### src/rtl/rls_deserializer.sv
// Serial-in, parallel-out receiver: assembles WIDTH bits (MSB or LSB first)
// into a word and presents it on a valid/ready output with a sticky overrun flag.
module rls_deserializer #(
  parameter  int WIDTH = 8,
  localparam int CW    = $clog2(WIDTH) + 1
) (
  input  logic             clk,
  input  logic             clear,
  input  logic             serial_in,
  input  logic             bit_valid,
  input  logic             frame_start,
  input  logic             direction,
  output logic [WIDTH-1:0] data_out,
  output logic             data_valid,
  input  logic             data_ready,
  output logic             busy,
  output logic [CW-1:0]    bit_count,
  output logic             overrun,
  input  logic             clear_overrun
);

  typedef enum logic {
    IDLE  = 1'b0,
    SHIFT = 1'b1
  } state_t;

  state_t           r_state, w_state_nxt;
  logic             r_dir, w_dir_nxt;
  logic [WIDTH-1:0] r_shift, w_shift_nxt;
  logic [WIDTH-1:0] r_data, w_data_nxt;
  logic             r_valid, w_valid_nxt;
  logic [CW-1:0]    r_count, w_count_nxt;
  logic             r_overrun, w_overrun_nxt;

  logic             w_complete;
  logic             w_start;
  logic             w_sel_dir;
  logic             w_accept;
  logic [WIDTH-1:0] w_base;
  logic [WIDTH-1:0] w_shifted;

  always_comb begin
    // NOTE: every next-state signal takes its hold value first so no path infers a latch.
    w_state_nxt   = r_state;
    w_dir_nxt     = r_dir;
    w_shift_nxt   = r_shift;
    w_data_nxt    = r_data;
    w_valid_nxt   = r_valid;
    w_count_nxt   = r_count;
    w_overrun_nxt = r_overrun;

    // A frame_start on the completing bit is not a restart; that bit finishes the frame.
    w_complete = bit_valid && (r_state == SHIFT) && (r_count == CW'(WIDTH - 1));
    w_start    = bit_valid && frame_start && !w_complete;
    w_sel_dir  = w_start ? direction : r_dir;
    w_base     = w_start ? '0 : r_shift;
    w_shifted  = w_sel_dir ? {w_base[WIDTH-2:0], serial_in}
                           : {serial_in, w_base[WIDTH-1:1]};
    w_accept   = !r_valid || data_ready;

    if (w_start) begin
      w_state_nxt = SHIFT;
      w_dir_nxt   = direction;
      w_shift_nxt = w_shifted;
      w_count_nxt = CW'(1);
    end else if (bit_valid && (r_state == SHIFT)) begin
      w_shift_nxt = w_shifted;
      if (w_complete) begin
        w_state_nxt = IDLE;
        w_count_nxt = '0;
      end else begin
        w_count_nxt = r_count + CW'(1);
      end
    end

    if (r_valid && data_ready) w_valid_nxt = 1'b0;
    if (clear_overrun) w_overrun_nxt = 1'b0;

    // Completion is evaluated last so a same-edge consume or clear_overrun loses to it.
    if (w_complete) begin
      if (w_accept) begin
        w_data_nxt  = w_shifted;
        w_valid_nxt = 1'b1;
      end else begin
        w_overrun_nxt = 1'b1;
      end
    end
  end

  // NOTE: state registers use non-blocking assignments and a synchronous clear.
  always_ff @(posedge clk) begin
    if (clear) begin
      r_state   <= IDLE;
      r_dir     <= 1'b0;
      r_shift   <= '0;
      r_data    <= '0;
      r_valid   <= 1'b0;
      r_count   <= '0;
      r_overrun <= 1'b0;
    end else begin
      r_state   <= w_state_nxt;
      r_dir     <= w_dir_nxt;
      r_shift   <= w_shift_nxt;
      r_data    <= w_data_nxt;
      r_valid   <= w_valid_nxt;
      r_count   <= w_count_nxt;
      r_overrun <= w_overrun_nxt;
    end
  end

  assign data_out   = r_data;
  assign data_valid = r_valid;
  assign busy       = (r_state == SHIFT);
  assign bit_count  = r_count;
  assign overrun    = r_overrun;

endmodule

### config.mk
export PLATFORM = sky130hd
export DESIGN_NAME = rls_deserializer
export DESIGN_NICKNAME = d
export VERILOG_FILES = /design/src/rtl/rls_deserializer.sv
export SDC_FILE = /design/constraint.sdc
export NUM_CORES = 1
export LEC_CHECK = 0
export CORE_AREA = 8 8 60 62
export DETAILED_ROUTE_END_ITERATION = 8
export DIE_AREA = 0 0 68 70
export PLACE_DENSITY = 0.65
export REMOVE_ABC_BUFFERS = 1
export SLEW_MARGIN = 5
export SYNTH_ARGS = -nofsm -noshare
export SYNTH_HDL_FRONTEND = slang
export SYNTH_SLANG_ARGS = --single-unit
### constraint.sdc
create_clock -name clk -period 2 [get_ports clk]
set_input_delay 0.3 -clock clk [delete_from_list [all_inputs] [get_ports clk]]
set_output_delay 0.3 -clock clk [all_outputs]
set_load 0.05 [all_outputs]
Yosys cells after proc, flatten, opt, wreduce, memory -nomap -nowiden
Cells that the tools add are included.
{"block": "classes", "n_eq_ne": 1, "n_addsub": 1, "n_reduce_logical": 13, "n_mux": 17}
{"op": "8-bit two-way mux", "count": 4}
{"op": "1-bit two-way mux", "count": 12}
{"op": "1-bit logical AND", "count": 5}
{"op": "4-bit by 1-bit adder with 4-bit output (second input constant)", "count": 1}
{"op": "4-bit by 3-bit == test with 1-bit output (second input constant)", "count": 1}
{"op": "4-bit two-way mux", "count": 1}
{"op": "2-bit AND reduction", "count": 2}
{"op": "2-bit nonzero test", "count": 2}
{"op": "1-bit logical NOT", "count": 2}
{"op": "2-bit OR reduction", "count": 1}
{"op": "1-bit logical OR", "count": 1}
{"block": "word_totals", "reg_bits": 24, "out_inout_bits": 15, "word_cells": 40, "inputBits": 8}

Longest topological paths before layout
{"block": "logic_depth", "depth_word": 8, "mapped_depth": 5, "ltp_nobuf": 5}

Worst setup path before layout
Ideal clock, no wire load.
{"block": "synth_path", "kind": "reg-to-reg", "startpoint": "register r_count[0] (netlist: bit_count[0])", "endpoint": "register r_data[1] (netlist: data_out[1])", "n_path_buf": 0, "t_required_ns": 1.872, "setup_time_ns": 0.128, "path_stages_with_launch": 6, "period_less_slack_ns": 1.890, "slack_ns": 0.110, "arrival_ns": 1.762, "cell_sequence": "dfxtp_1 ha_1 nand2b_1 nor3_4 mux2i_1 nor2_1"}
{"block": "synth_via", "elab_chain_cells": 6, "elab_cells_between_ends": 8, "cone_classes": "eq/ne (1); mux (3); reduce/logical (4)"}
{"element": "from (decl)", "line_no": "32", "text": "logic [CW-1:0] r_count, w_count_nxt;"}
{"element": "from (signal assigned)", "line_no": "106", "text": "r_count <= w_count_nxt;"}
{"element": "4-bit by 3-bit == test with 1-bit output (*)", "line_no": "53", "text": "w_complete = bit_valid && (r_state == SHIFT) && (r_count == CW'(WIDTH - 1));"}
{"element": "1-bit logical AND (*)", "line_no": "53"}
{"element": "1-bit logical NOT", "line_no": "54", "text": "w_start = bit_valid && frame_start && !w_complete;"}
{"element": "1-bit logical AND", "line_no": "54"}
{"element": "8-bit two-way mux / 1-bit two-way mux (equally long branches)", "line_no": "56, 55"}
{"element": "8-bit two-way mux", "line_no": "57", "text": "w_shifted = w_sel_dir ? {w_base[WIDTH-2:0], serial_in}"}
{"element": "to (signal assigned)", "line_no": "104", "text": "r_data <= w_data_nxt;"}
{"element": "to (decl)", "line_no": "30", "text": "logic [WIDTH-1:0] r_data, w_data_nxt;"}
Every way passes the cells marked *; elsewhere a longest branch is shown, timed or not.
A chain may end at the register's enable or synchronous reset.

Worst setup path in the final report
{"block": "layout_path", "startpoint": "register r_count[2] (netlist: bit_count[2])", "endpoint": "output bit_count[2]"}
{"element": "to (decl)", "line_no": "17", "text": "output logic [CW-1:0] bit_count,"}
No word-level cell between the ends.

==> insert_results.sql <==
INSERT INTO impl_metrics (metric_group, metric, value, unit) VALUES
('run_status', 'run_status', 'completed', ''),
('floorplan', 'ios', '23', ''),
('drt', 'detail_route.vias_per_cell', '5.24', ''),
('timing', 'final.period_utilization', '95.1', '%'),
('timing', 'timing.final.max_slew_violations', '0', ''),
('setup_path', 'cp.required', '1.70', 'ns'),
('timing', 'worst_clock_skew', '0.00601', 'ns'),
('setup_path', 'cp_top_family', 'buffers and inverters', ''),
('floorplan', 'coreArea', '0.00266', 'mm2'),
('final_layout', 'multi_input_area', '538', 'um2'),
('grt', 'grt_first_pass_wirelength', '4.17', 'mm'),
('synth', 'seq_area_frac_synth', '46.4', '%'),
('final_layout', 'num_antenna_cells', '0', ''),
('floorplan', 'dieArea', '0.00476', 'mm2'),
('synth', 'mappedNetlistArea', '0.00103', 'mm2'),
('setup_path', 'slowest_stage', 'clkdlybuf4s50_1', ''),
('setup_path', 'crit_path_start_kind', 'flip-flop', ''),
('setup_path', 'timing.critical_path.cells', 'clkdlybuf4s50_1', ''),
('drt', 'wl_per_cell', '14.2', 'um'),
('drt', 'ant_nets', '0', ''),
('grt', 'grt_remaining_overflow', '0', ''),
('timing', 'setup_total_negative_slack', '0', 'ns'),
('synth', 'synthSimpleGateAreaFrac', '23.6', '%'),
('place', 'globalplace.congestion', '0.821', ''),
('setup_path', 'critical_path.max_stage_delay', '0.84', 'ns'),
('drt', 'initialDrtViolationCount', '18', ''),
('final_layout', 'fillerInstances', '262', ''),
('timing', 'timing_worst_slew_pin_value', '0.551', 'ns'),
('final_layout', 'layout.cells.most_common', 'dfxtp_1', ''),
('setup_path', 'crit_fanout', '5', ''),
('clocking', 'numClockSinks', '24', ''),
('setup_path', 'timing.critical_path.to_type', 'primary output', ''),
('final_layout', 'register_area', '480', 'um2'),
('timing', 'unrepaired_setup_endpoints_after_global_routing', 'false', ''),
('synth', 'synth-adder-area-share', '1.21', '%'),
('synth', 'synthDominantAreaCellType', 'dfxtp_1', ''),
('clocking', 'max-clock-path-buffers', '2', ''),
('final_layout', 'finish.net_count', '147', ''),
('grt', 'grt_start_max_net_pins', '25', ''),
('setup_path', 'critPathKind', 'reg2out', ''),
('clocking', 'clk-insertion-delay-late', '0.32', 'ns'),
('final_layout', 'share_of_cells_above_drive_strength_1', '10.9', '%'),
('floorplan', 'die_w', '68', 'um'),
('clocking', 'cts_setup_buffers', '0', ''),
('timing', 'hold_violations', '0', ''),
('power_and_ir_drop', 'report.power.total', '0.935', 'mW'),
('drt', 'drc_errors', '0', ''),
('drt', 'drt_wl_total', '2.38', 'mm'),
('synth', 'synth-compound-area-share', '13.1', '%'),
('clocking', 'cts_inserted_buffers', '3', ''),
('flow_run', 'max_cap_viol_count', '0', ''),
('timing', 'post-route-worst-setup-slack', '0.0974', 'ns'),
('clocking', 'path_clk_slew', '0.14', 'ns'),
('place', 'hpwl', '1.75', 'mm'),
('grt', 'grtUsageTotal', '10.8', '%'),
('worst_hold_path', 'hold_class', 'reg2reg', ''),
('power_and_ir_drop', 'ir_drop', '0.373', 'mV'),
('clocking', 'root_buffer_master', 'clkbuf_4', ''),
('synth', 'yosys-top-cells-area', 'dfxtp_1, mux2i_1, mux2_2, nor2_1, a21oi_1', ''),
('power_and_ir_drop', 'total_leakage_power', '0.483', 'nW'),
('place', 'place.port_buffers', '22', ''),
('synth', 'synthDistinctLibCells', '30', ''),
('floorplan', 'die_y', '70', 'um'),
('drt', 'drt_pass1_iterations', '4', ''),
('place', 'placed_cell_area', '0.00130', 'mm2'),
('grt', 'first_global_vias', '900', ''),
('clocking', 'cts.htree.levels', '1', ''),
('final_layout', 'post-route-cell-area', '0.00136', 'mm2'),
('timing', 'worst_slew_margin_rel', '63.0', '%'),
('drt', 'vias', '880', ''),
('power_and_ir_drop', 'power-per-cell-area', '690', 'mW/mm2');
-- metal layers --
layer | up-vias | global-route usage, % | part of all wire (%) | routed length (um)
met5 | - | 0 | 0 | 0
met4 | 0 | 4.10 | 0.63 | 15
met3 | 2 | 2.39 | 4.7 | 112
met2 | 18 | 17.4 | 50 | 1200
met1 | 408 | 13.3 | 44 | 1060
li1 | 452 | - | - | -
-- power by group --
group	total, mW	switching, mW	internal, mW
Sequential	0.497	0.00997	0.487
Clock	0.355	0.152	0.203
Combinational	0.0833	0.0481	0.0352
Total	0.935	0.210	0.724
-- final timing paths --
| kind | to | start | slack, ns | cells after the start |
|---|---|---|---|---|
| worst max register to register | data_out[1] | bit_count[0] | 0.38 | 6 |
| worst min-delay path | r_shift[3] | r_shift[3] | 0.48 | 2 |
| worst min register to register | r_shift[3] | r_shift[3] | 0.48 | 2 |
| worst max-delay path | bit_count[2] | bit_count[2] | 0.1 | 1 |
-- cells by family (layout without fill, tap and decap cells) --
| group | Yosys count | after routing |
|---|---|---|
| compound gates | 21 | 21 |
| xor+xnor | 1 | 1 |
| fa+ha+maj | 1 | 1 |
| buf+inv | 4 | 29 |
| flops | 24 | 24 |
| mux | 13 | 13 |
| simple gates | 48 | 48 |
-- synthesized netlist by cell type, drive strengths merged --
master    n
a211oi    3
a21bo     1
a21oi     9
a2bb2oi   1
a311oi    2
a32oi     1
and2      1
and4b     1
buf       1
clkbuf    3
dfxtp    24
ha        1
mux2      6
mux2i     7
nand2    10
nand2b    1
nand3     9
nand3b    1
nand4     1
nand4b    1
nor2     16
nor2b     2
nor3      4
o21a      1
o21ai     3
or4       1
xor2      1
-- state kept, by name, summed over array words and instances, names as in the netlist --
name / count
r_dir: 1
bit_count: 4
overrun: 1
busy: 1
r_shift: 8
data_out: 8
data_valid: 1
-- layout make-up --
type	instances	share of cell area, %
clock buffer	3	1.66
clock inverter	1	2.22
multi-input combinational	84	39.7
sequential	24	35.5
tap	31	2.86
timing repair buffer	25	18.1
-- stage by stage --
stage	hold WS, ns	instances
after CTS	0.483	168
after detailed placement	0.464	164
final	0.478	168
after global routing	0.501	168
after global placement	0.450	164
after floorplan	0.369	108
-- timing repair --
| action | CTS | global route |
|---|---|---|
| hold buffers | 0 | 0 |
| endpoints found under the setup margin | 0 | 1 |
| resized for setup | 0 | 1 |
No activity file was read; power rests on OpenSTA's default activity.
